## config.mk

```make
export PLATFORM = sky130hd
export DESIGN_NAME = i2c_slave_regs
export DESIGN_NICKNAME = d
export VERILOG_FILES = /design/src/rtl/i2c_slave_regs_pkg.sv /design/src/rtl/i2c_slave_regs_line_sync.sv /design/src/rtl/i2c_slave_regs.sv
export SDC_FILE = /design/constraint.sdc
export NUM_CORES = 1
export LEC_CHECK = 0
export BUFFER_PORTS_ARGS = -buffer_cell sky130_fd_sc_hd__buf_2
export CAP_MARGIN = 15
export CELL_PAD_IN_SITES_DETAIL_PLACEMENT = 0
export CELL_PAD_IN_SITES_GLOBAL_PLACEMENT = 1
export CORE_ASPECT_RATIO = 1.2
export CORE_UTILIZATION = 45
export DETAILED_ROUTE_END_ITERATION = 10
export GPL_TIMING_DRIVEN = 0
export PLACE_DENSITY = 0.84
export SETUP_SLACK_MARGIN = 0.5
export SLEW_MARGIN = 5
export SYNTH_ARGS = -nofsm -noshare
export SYNTH_HDL_FRONTEND = slang
export SYNTH_HIERARCHICAL = 1
export SYNTH_SLANG_ARGS = --single-unit
```

## constraint.sdc

```tcl
create_clock -name clk -period 5.1 [get_ports clk]
set_clock_uncertainty 0.1 [all_clocks]
set_input_delay 0.51 -clock clk [delete_from_list [all_inputs] [get_ports clk]]
set_output_delay 0.51 -clock clk [all_outputs]
set_load 0.005 [all_outputs]
```

## src/rtl/i2c_slave_regs_pkg.sv

```systemverilog
// Shared I2C definitions: slave FSM state encoding, ACK/NACK bus levels,
// R/W bit values (identical to those used by the sa9226 master) and a
// device-address compare helper.
package i2c_pkg;

  typedef enum logic [3:0] {
    ST_IDLE      = 4'd0,
    ST_DEV_ADDR  = 4'd1,
    ST_DEV_ACK   = 4'd2,
    ST_REG_ADDR  = 4'd3,
    ST_REG_ACK   = 4'd4,
    ST_WR_DATA   = 4'd5,
    ST_WR_ACK    = 4'd6,
    ST_RD_DATA   = 4'd7,
    ST_RD_ACK    = 4'd8,
    ST_WAIT_STOP = 4'd9
  } i2c_state_e;

  localparam logic I2C_ACK  = 1'b0;
  localparam logic I2C_NACK = 1'b1;
  localparam logic I2C_WR   = 1'b0;
  localparam logic I2C_RD   = 1'b1;

  // True when the address byte (addr[7:1], R/W in bit 0) selects dev_addr.
  function automatic logic addr_match(input logic [7:0] addr_byte,
                                      input logic [6:0] dev_addr);
    return (addr_byte[7:1] == dev_addr);
  endfunction

endpackage

```

## src/rtl/i2c_slave_regs_line_sync.sv

```systemverilog
// SCL/SDA synchronizer with single-cycle SCL edge pulses and START/STOP
// detection. SDA edges are formed internally and qualified with the
// synchronized SCL level to give START (fall) and STOP (rise).
module i2c_line_sync #(
  parameter int SYNC_STAGES = 2
) (
  input  logic clk,
  input  logic rst,
  input  logic scl_i,
  input  logic sda_i,
  output logic sda_s,
  output logic scl_rise,
  output logic scl_fall,
  output logic start_det,
  output logic stop_det
);

  logic [SYNC_STAGES-1:0] scl_sync_q, scl_sync_d;
  logic [SYNC_STAGES-1:0] sda_sync_q, sda_sync_d;
  logic                   scl_hist_q, scl_hist_d;
  logic                   sda_hist_q, sda_hist_d;
  logic                   scl_s;
  logic                   sda_rise;
  logic                   sda_fall;

  // Shift the raw pins through the synchronizer and keep one history sample.
  always_comb begin
    scl_sync_d = {scl_sync_q[SYNC_STAGES-2:0], scl_i};
    sda_sync_d = {sda_sync_q[SYNC_STAGES-2:0], sda_i};
    scl_hist_d = scl_sync_q[SYNC_STAGES-1];
    sda_hist_d = sda_sync_q[SYNC_STAGES-1];
  end

  // Synchronizer registers; reset to the idle (released, high) bus level.
  always_ff @(posedge clk) begin
    if (rst) begin
      scl_sync_q <= {SYNC_STAGES{1'b1}};
      sda_sync_q <= {SYNC_STAGES{1'b1}};
      scl_hist_q <= 1'b1;
      sda_hist_q <= 1'b1;
    end else begin
      scl_sync_q <= scl_sync_d;
      sda_sync_q <= sda_sync_d;
      scl_hist_q <= scl_hist_d;
      sda_hist_q <= sda_hist_d;
    end
  end

  assign scl_s     = scl_sync_q[SYNC_STAGES-1];
  assign sda_s     = sda_sync_q[SYNC_STAGES-1];
  assign scl_rise  = scl_s & ~scl_hist_q;
  assign scl_fall  = ~scl_s & scl_hist_q;
  assign sda_rise  = sda_s & ~sda_hist_q;
  assign sda_fall  = ~sda_s & sda_hist_q;
  assign start_det = sda_fall & scl_s;
  assign stop_det  = sda_rise & scl_s;

endmodule

```

## src/rtl/i2c_slave_regs.sv

```systemverilog
// I2C target exposing a byte-addressed register bank. Supports pointer
// write + data writes (auto-increment) and pointer set + repeated START +
// sequential reads. SDA is driven open-drain through sda_oe and only
// changes after a falling SCL edge.
module i2c_slave_regs
  import i2c_pkg::*;
#(
  parameter logic [6:0] SLAVE_ADDR  = 7'h57,
  parameter int         SYNC_STAGES = 2
) (
  input  logic       clk,
  input  logic       rst,
  input  logic       scl_i,
  input  logic       sda_i,
  output logic       sda_oe,
  output logic       wr_en,
  output logic [7:0] wr_addr,
  output logic [7:0] wr_data,
  output logic [7:0] rd_addr,
  input  logic [7:0] rd_data,
  output logic       busy
);

  logic sda_s, scl_rise, scl_fall, start_det, stop_det;

  i2c_line_sync #(.SYNC_STAGES(SYNC_STAGES)) u_line_sync (
    .clk      (clk),
    .rst      (rst),
    .scl_i    (scl_i),
    .sda_i    (sda_i),
    .sda_s    (sda_s),
    .scl_rise (scl_rise),
    .scl_fall (scl_fall),
    .start_det(start_det),
    .stop_det (stop_det)
  );

  i2c_state_e state_q, state_d;
  logic [2:0] bit_cnt_q, bit_cnt_d;
  logic       byte_done_q, byte_done_d;   // 8th bit clocked, byte ends on next fall
  logic [7:0] shift_q, shift_d;
  logic [7:0] ptr_q, ptr_d;
  logic       sda_oe_q, sda_oe_d;
  logic       busy_q, busy_d;
  logic       wr_en_q, wr_en_d;
  logic [7:0] wr_addr_q, wr_addr_d;
  logic [7:0] wr_data_q, wr_data_d;
  logic       rw_q, rw_d;
  logic       mack_q, mack_d;             // master ACK/NACK after a read byte

  // Next-state and datapath: START/STOP first, then per-state bit handling.
  always_comb begin
    state_d     = state_q;
    bit_cnt_d   = bit_cnt_q;
    byte_done_d = byte_done_q;
    shift_d     = shift_q;
    ptr_d       = ptr_q;
    sda_oe_d    = sda_oe_q;
    busy_d      = busy_q;
    wr_en_d     = 1'b0;
    wr_addr_d   = wr_addr_q;
    wr_data_d   = wr_data_q;
    rw_d        = rw_q;
    mack_d      = mack_q;

    if (start_det) begin
      state_d     = ST_DEV_ADDR;
      bit_cnt_d   = 3'd0;
      byte_done_d = 1'b0;
      sda_oe_d    = 1'b0;
    end else if (stop_det) begin
      state_d     = ST_IDLE;
      bit_cnt_d   = 3'd0;
      byte_done_d = 1'b0;
      sda_oe_d    = 1'b0;
      busy_d      = 1'b0;
    end else begin
      case (state_q)
        ST_DEV_ADDR, ST_REG_ADDR, ST_WR_DATA: begin
          if (scl_rise) begin
            shift_d     = {shift_q[6:0], sda_s};
            bit_cnt_d   = bit_cnt_q + 3'd1;
            byte_done_d = (bit_cnt_q == 3'd7);
          end else if (scl_fall && byte_done_q) begin
            byte_done_d = 1'b0;
            if (state_q == ST_DEV_ADDR) begin
              if (addr_match(shift_q, SLAVE_ADDR)) begin
                sda_oe_d = 1'b1;
                busy_d   = 1'b1;
                rw_d     = shift_q[0];
                state_d  = ST_DEV_ACK;
              end else begin
                sda_oe_d = 1'b0;
                busy_d   = 1'b0;
                state_d  = ST_WAIT_STOP;
              end
            end else if (state_q == ST_REG_ADDR) begin
              ptr_d    = shift_q;
              sda_oe_d = 1'b1;
              state_d  = ST_REG_ACK;
            end else begin
              wr_en_d   = 1'b1;
              wr_addr_d = ptr_q;
              wr_data_d = shift_q;
              ptr_d     = ptr_q + 8'd1;
              sda_oe_d  = 1'b1;
              state_d   = ST_WR_ACK;
            end
          end else begin
            state_d = state_q;
          end
        end

        ST_DEV_ACK, ST_REG_ACK, ST_WR_ACK: begin
          if (scl_fall) begin
            bit_cnt_d   = 3'd0;
            byte_done_d = 1'b0;
            if (state_q == ST_DEV_ACK && rw_q == I2C_RD) begin
              shift_d  = rd_data;
              sda_oe_d = ~rd_data[7];
              ptr_d    = ptr_q + 8'd1;
              state_d  = ST_RD_DATA;
            end else if (state_q == ST_DEV_ACK) begin
              sda_oe_d = 1'b0;
              state_d  = ST_REG_ADDR;
            end else begin
              sda_oe_d = 1'b0;
              state_d  = ST_WR_DATA;
            end
          end else begin
            state_d = state_q;
          end
        end

        ST_RD_DATA: begin
          if (scl_rise) begin
            bit_cnt_d   = bit_cnt_q + 3'd1;
            byte_done_d = (bit_cnt_q == 3'd7);
          end else if (scl_fall && byte_done_q) begin
            byte_done_d = 1'b0;
            sda_oe_d    = 1'b0;
            state_d     = ST_RD_ACK;
          end else if (scl_fall) begin
            shift_d  = {shift_q[6:0], 1'b0};
            sda_oe_d = ~shift_q[6];
          end else begin
            state_d = state_q;
          end
        end

        ST_RD_ACK: begin
          if (scl_rise) begin
            mack_d = sda_s;
          end else if (scl_fall && mack_q == I2C_ACK) begin
            shift_d     = rd_data;
            sda_oe_d    = ~rd_data[7];
            ptr_d       = ptr_q + 8'd1;
            bit_cnt_d   = 3'd0;
            byte_done_d = 1'b0;
            state_d     = ST_RD_DATA;
          end else if (scl_fall) begin
            sda_oe_d = 1'b0;
            state_d  = ST_WAIT_STOP;
          end else begin
            state_d = state_q;
          end
        end

        ST_IDLE, ST_WAIT_STOP: begin
          sda_oe_d = 1'b0;
        end

        default: begin
          state_d  = ST_IDLE;
          sda_oe_d = 1'b0;
          busy_d   = 1'b0;
        end
      endcase
    end
  end

  // State and output registers.
  always_ff @(posedge clk) begin
    if (rst) begin
      state_q     <= ST_IDLE;
      bit_cnt_q   <= 3'd0;
      byte_done_q <= 1'b0;
      shift_q     <= 8'h00;
      ptr_q       <= 8'h00;
      sda_oe_q    <= 1'b0;
      busy_q      <= 1'b0;
      wr_en_q     <= 1'b0;
      wr_addr_q   <= 8'h00;
      wr_data_q   <= 8'h00;
      rw_q        <= I2C_WR;
      mack_q      <= I2C_NACK;
    end else begin
      state_q     <= state_d;
      bit_cnt_q   <= bit_cnt_d;
      byte_done_q <= byte_done_d;
      shift_q     <= shift_d;
      ptr_q       <= ptr_d;
      sda_oe_q    <= sda_oe_d;
      busy_q      <= busy_d;
      wr_en_q     <= wr_en_d;
      wr_addr_q   <= wr_addr_d;
      wr_data_q   <= wr_data_d;
      rw_q        <= rw_d;
      mack_q      <= mack_d;
    end
  end

  assign sda_oe  = sda_oe_q;
  assign wr_en   = wr_en_q;
  assign wr_addr = wr_addr_q;
  assign wr_data = wr_data_q;
  assign rd_addr = ptr_q;
  assign busy    = busy_q;

endmodule

```

## Word-level counts from Yosys, hierarchy flattened

Cells that the tools add are included.

- Add/subtract/negate cells: 2
- Equality and inequality tests: 39
- Mux-type cells: 63
- Bitwise operators: 21
- Reductions and logical operators: 25

Operator list:

| operator | number |
|---|---|
| 2-to-1 mux 8 bit | 16 |
| 2-to-1 mux 4 bit | 10 |
| one-hot mux 8 bit (4 select lines) | 1 |
| != test 2 bit, second input constant | 12 |
| != test 4 bit, second input constant | 6 |
| one-hot mux 8 bit (3 select lines) | 1 |
| 2-to-1 mux 1 bit | 23 |
| AND reduction 7 bit | 3 |
| one-hot mux 4 bit (5 select lines) | 1 |
| 2-to-1 mux 3 bit | 6 |
| != test 3 bit, second input constant | 6 |
| equality test 4 x 3 -> 1 bit, second input constant | 4 |
| AND reduction 8 bit | 2 |
| inverter 1 bit | 15 |
| AND reduction 5 bit | 3 |
| OR reduction 7 bit | 2 |
| AND reduction 11 bit | 1 |
| AND reduction 10 bit | 1 |
| one-hot mux 3 bit (3 select lines) | 1 |
| OR reduction 3 bit | 3 |
| adder 8 x 1 -> 8 bit, second input constant | 1 |
| equality test 4 x 2 -> 1 bit, second input constant | 2 |
| equality test 4 bit, second input constant | 2 |
| equality test 7 bit, second input constant | 1 |
| other kinds (18) | 27 |

- Register bits after elaboration: 51
- Input port bits: 12
- Output and inout port bits: 27

## Depth between registers and ports, before layout

- Depth after elaboration: 8
- Gate-level depth with buffers: 10
- Depth with buffers taken out: 7

## By module

Netlist, hierarchy kept.

Modules (own cells, without submodules):

| module | times used | cells each | area an instance (um^2) | seq. area each (um^2) |
|---|---|---|---|---|
| i2c_slave_regs | 1 | 318 | 2,431.1 | 900.9 |
| i2c_line_sync | 1 | 16 | 187.7 | 120.1 |

## Worst setup path before layout

No wires, ideal clock.

- Path kind: register -> register
- Start point: register state_q[0]
- End point: register shift_q[0]
- Arrival time: 2,031 ps
- Path slack: 2,841 ps
- Stages on the path, launching flop included: 9
- Path buffers: 2
- Path through: dfxtp_1 > buf_6 > or4b_4 > or3_1 > o21a_2 > nor3_4 > buf_6 > mux2i_1 > nor2_1

- Word-level cells in the longest chain between the ends: 4

Ends and longest elaborated chain:

| element | RTL line | source |
|---|---|---|
| start, declared | i2c_slave_regs.sv:38 | `i2c_state_e state_q, state_d;` |
| start signal, assigned | i2c_slave_regs.sv:198 | `state_q <= state_d;` |
| equality test 4 x 2 -> 1 bit, or another cell as far along | i2c_slave_regs.sv:78, i2c_slave_regs.sv:118 |  |
| OR reduction 3 bit or logical AND 1 bit (tied branches) | i2c_slave_regs.sv:78, i2c_slave_regs.sv:118 |  |
| nonzero test 4 bit (no line) or != test 2 bit (tied branches) | -- |  |
| AND reduction 11 bit (no line) | -- |  |
| end signal, assigned | i2c_slave_regs.sv:201 | `shift_q <= shift_d;` |
| end, declared | i2c_slave_regs.sv:41 | `logic [7:0] shift_q, shift_d;` |

Parallel ways exist; a longest one is shown, timed or not.
A chain may end at the register's enable or synchronous reset.

## Final worst setup path

- Start point: register u_line_sync.scl_hist_q
- End point: register wr_addr_q[1] (netlist: wr_addr[1])

RTL lines:

| element | RTL line | source |
|---|---|---|
| start, declared | i2c_slave_regs_line_sync.sv:20 | `logic scl_hist_q, scl_hist_d;` |
| start signal, assigned | i2c_slave_regs_line_sync.sv:44 | `scl_hist_q <= scl_hist_d;` |
| AND 1 bit | i2c_slave_regs_line_sync.sv:52 | `assign scl_fall = ~scl_s & scl_hist_q;` |
| net scl_fall | i2c_slave_regs.sv:24 | `logic sda_s, scl_rise, scl_fall, start_det, stop_det;` |
| logical AND 1 bit | i2c_slave_regs.sv:84 | `end else if (scl_fall && byte_done_q) begin` |
| AND reduction 7 bit (no line) | -- |  |
| end signal, assigned | i2c_slave_regs.sv:206 | `wr_addr_q <= wr_addr_d;` |
| end, declared | i2c_slave_regs.sv:46 | `logic [7:0] wr_addr_q, wr_addr_d;` |

The timed path passes the listed nets, and every way through them passes these cells.

==> metrics.cfg <==
[synthesis]
synthXorXnorAreaFrac_pct=0.334
synthMuxAreaShare_pct=4.20
synth_fa_ha_area_share_pct=1.43
synth_edf_count=0
synthTopCellsByArea=dfxtp_1 39%, nand2_1 8.2%, a21oi_1 6.3%, nor2_1 4.6%, mux2i_1 4.2%
async_flop_share_pct=0
netlist-cell-type-count=55
synth.largest_area_cell=dfxtp_1
synth.net_count=349
synth_seq_cells=51
synth_top_family_by_area=simple AND/OR/NAND/NOR gates
synth.top_cell.area_share_pct=39.0
synth_most_common_cell=nand2_1
synth-simple-area-share_pct=28.1
synth_compound_area_share_pct=21.9
avgSynthCellArea_um2=7.84
synthesis.area_um2=2620
synth_seq_area_share_pct=39.0
ys_warn_count=6
ys_top_cells_by_count=57 x nand2_1, 51 x dfxtp_1, 33 x a21oi_1
synth_ff_type=dfxtp_1
netlist_instances=334

[clock_tree]
ctsLongestPathBuffers=2
tritoncts=yes
cts_root_buffer=clkbuf_8
clkLatencyLatePin_ns=0.30
cts_made_buffers=5
h-tree-depth=2
post_cts_resized=0
ctsHoldBuffers=0
clk_pin_slew_ns=0.10
cts.sinks=51
cts_setup_buffers=0

[floorplanning]
start_util_pct=46.5
num_rows=30
die_y_um=85.6
die_w_um=71.6
die-area_um2=6130
core-area_um2=5630
boundaryPins=39

[power_and_ir_drop]
power_mw=0.681
p_per_area_nw_per_um2=229
p_leak_nw=1.10
ir_drop_mv=0.136

[global_route]
first_global_vias=2263
grt_pass1_wl_mm=11.3
grtUsageTotal_pct=23.5
grt_max_degree=16
overflow=0
antenna_found_initial=0

[timing]
rsz0062_at_grt=no
finalCritPeriodShare_pct=52.6
layout_setup_ws_ns=2.42
hold_viol_final=0
finalSetupViolCount=0
fmax_ghz=0.373
min_period_ns=2.68
tns_ns=0
timing.slew.headroom_pct=50.5
maxSlewViolCount=0
worstMarginPinSlew_ns=0.733

[layout]
drive_gt1_share_pct=16.6
diodes=0
finish.net_count=394
syn_to_final_growth_pct=13.5
final_cells=443

[worst_setup_path]
worst_path_max_delay_cell=clkbuf_1
max_stage_delay_ns=0.36
cp_cell_sequence=nor2b_1, clkbuf_1, nor2b_1, nand3_1, nor3_1, and3b_1, clkbuf_1, buf_2, nand2_1, a21oi_1
worstPathArrival_ns=2.82
rrSetupSlack_ns=2.42
cp_max_fo=10
crit_required_ns=5.23
start_kind=flop
cp-end-kind=flop
worst-setup-path-type=flop to flop

[placement]
pre_cts_slack_ns=2.46
io_buffers=38
dp_hpwl_mm=5.03
placed_cells=436
gp_congestion=0.963

[routing]
routed_wl_mm=6.92
drt-pass1-iter-count=5
routed-via-count=2570
drt_iter0_drc=167
wire_per_inst_um=15.6
antenna_left=0
vias_per_cell=5.80
drc=0

[run_status]
status=finished, final reports clean

[hold_path]
worstHoldPathType=input pin to flop

[flow_run]
maxCapViolCount=0

-- state kept, by name, summed over array words and instances, names as in the netlist --
name                    cells
u_line_sync/scl_sync_q      2
rw_q                        1
sda_oe                      1
wr_data                     8
state_q                     4
mack_q                      1
rd_addr                     8
u_line_sync/scl_hist_q      1
bit_cnt_q                   3
busy                        1
byte_done_q                 1
u_line_sync/sda_hist_q      1
u_line_sync/sda_sync_q      2
shift_q                     8
wr_en                       1
wr_addr                     8
-- worst max-delay path: cells and delay by family (launching register included) --
kind,cells,cell delay [ns]
and+or+nand+nor,6,1.12
DFF,1,0.33
AOI/OAI and AO/OA,1,0.14
buffers and inverters,3,0.91
-- report_power, final --
group	internal, mW	switching (mW)
Sequential	0.404	0.00709
Combinational	0.0158	0.0256
Clock	0.0942	0.134
-- logic make-up (layout without fill, tap and decap cells) --
kind of cell | count (synthesis) | in the layout
xor gates and xnor gates | 1 | 1
adders and majority gates | 3 | 3
DFF | 51 | 51
and+or+nand+nor | 150 | 150
muxes | 11 | 11
AOI/OAI and AO/OA | 89 | 89
buffers and inverters | 29 | 74
-- cell usage in the layout (no fill, tap or decap), drive strengths merged, types with 5 or more instances in the layout --
master  Yosys  final
a211oi      5      5
a21oi      33     33
a311oi      6      6
buf         7     45
clkbuf     16     21
dfxtp      51     51
inv         6      6
mux2i      11     11
nand2      57     57
nand2b      5      5
nand3      12     12
nor2       35     35
nor2b       7      7
o21ai      18     18
or2         8      8
-- layer usage --
metal	global-route usage [%]	routed length (um)
met5	0	0
met4	8.38	172
met3	3.76	305
met2	40.5	3380
met1	29.5	3070
-- worst paths after layout --
check | start | end | cells past startpoint
worst max register to register | u_line_sync/scl_hist_q | wr_addr[1] | 10
worst min register to register | u_line_sync/scl_sync_q[0] | u_line_sync/scl_sync_q[1] | 1
worst min-delay path | scl_i | u_line_sync/scl_sync_q[0] | 2
worst max-delay path | u_line_sync/scl_hist_q | wr_addr[1] | 10
-- stage by stage --
step                      hold WS, ns  area, um^2  util, %
after global routing            0.277        2970     52.8
after global placement          0.286        2890     51.3
final                           0.287        2970     52.8
after floorplan                 0.283        2620        -
after CTS                       0.282        2970     52.8
after detailed placement        0.290        2890     51.3
-- area by class of cell --
class / count / area (um^2)
Buffer: 23 / 109
Clock buffer: 5 / 68.8
Clock inverter: 2 / 13.8
Fill cell: 578 / 2660
Inverter: 6 / 22.5
Multi-Input combinational cell: 254 / 1470
Sequential cell: 51 / 1020
Tap cell: 64 / 80.1
Timing Repair Buffer: 38 / 190
No activity file was read; power rests on OpenSTA's default activity.
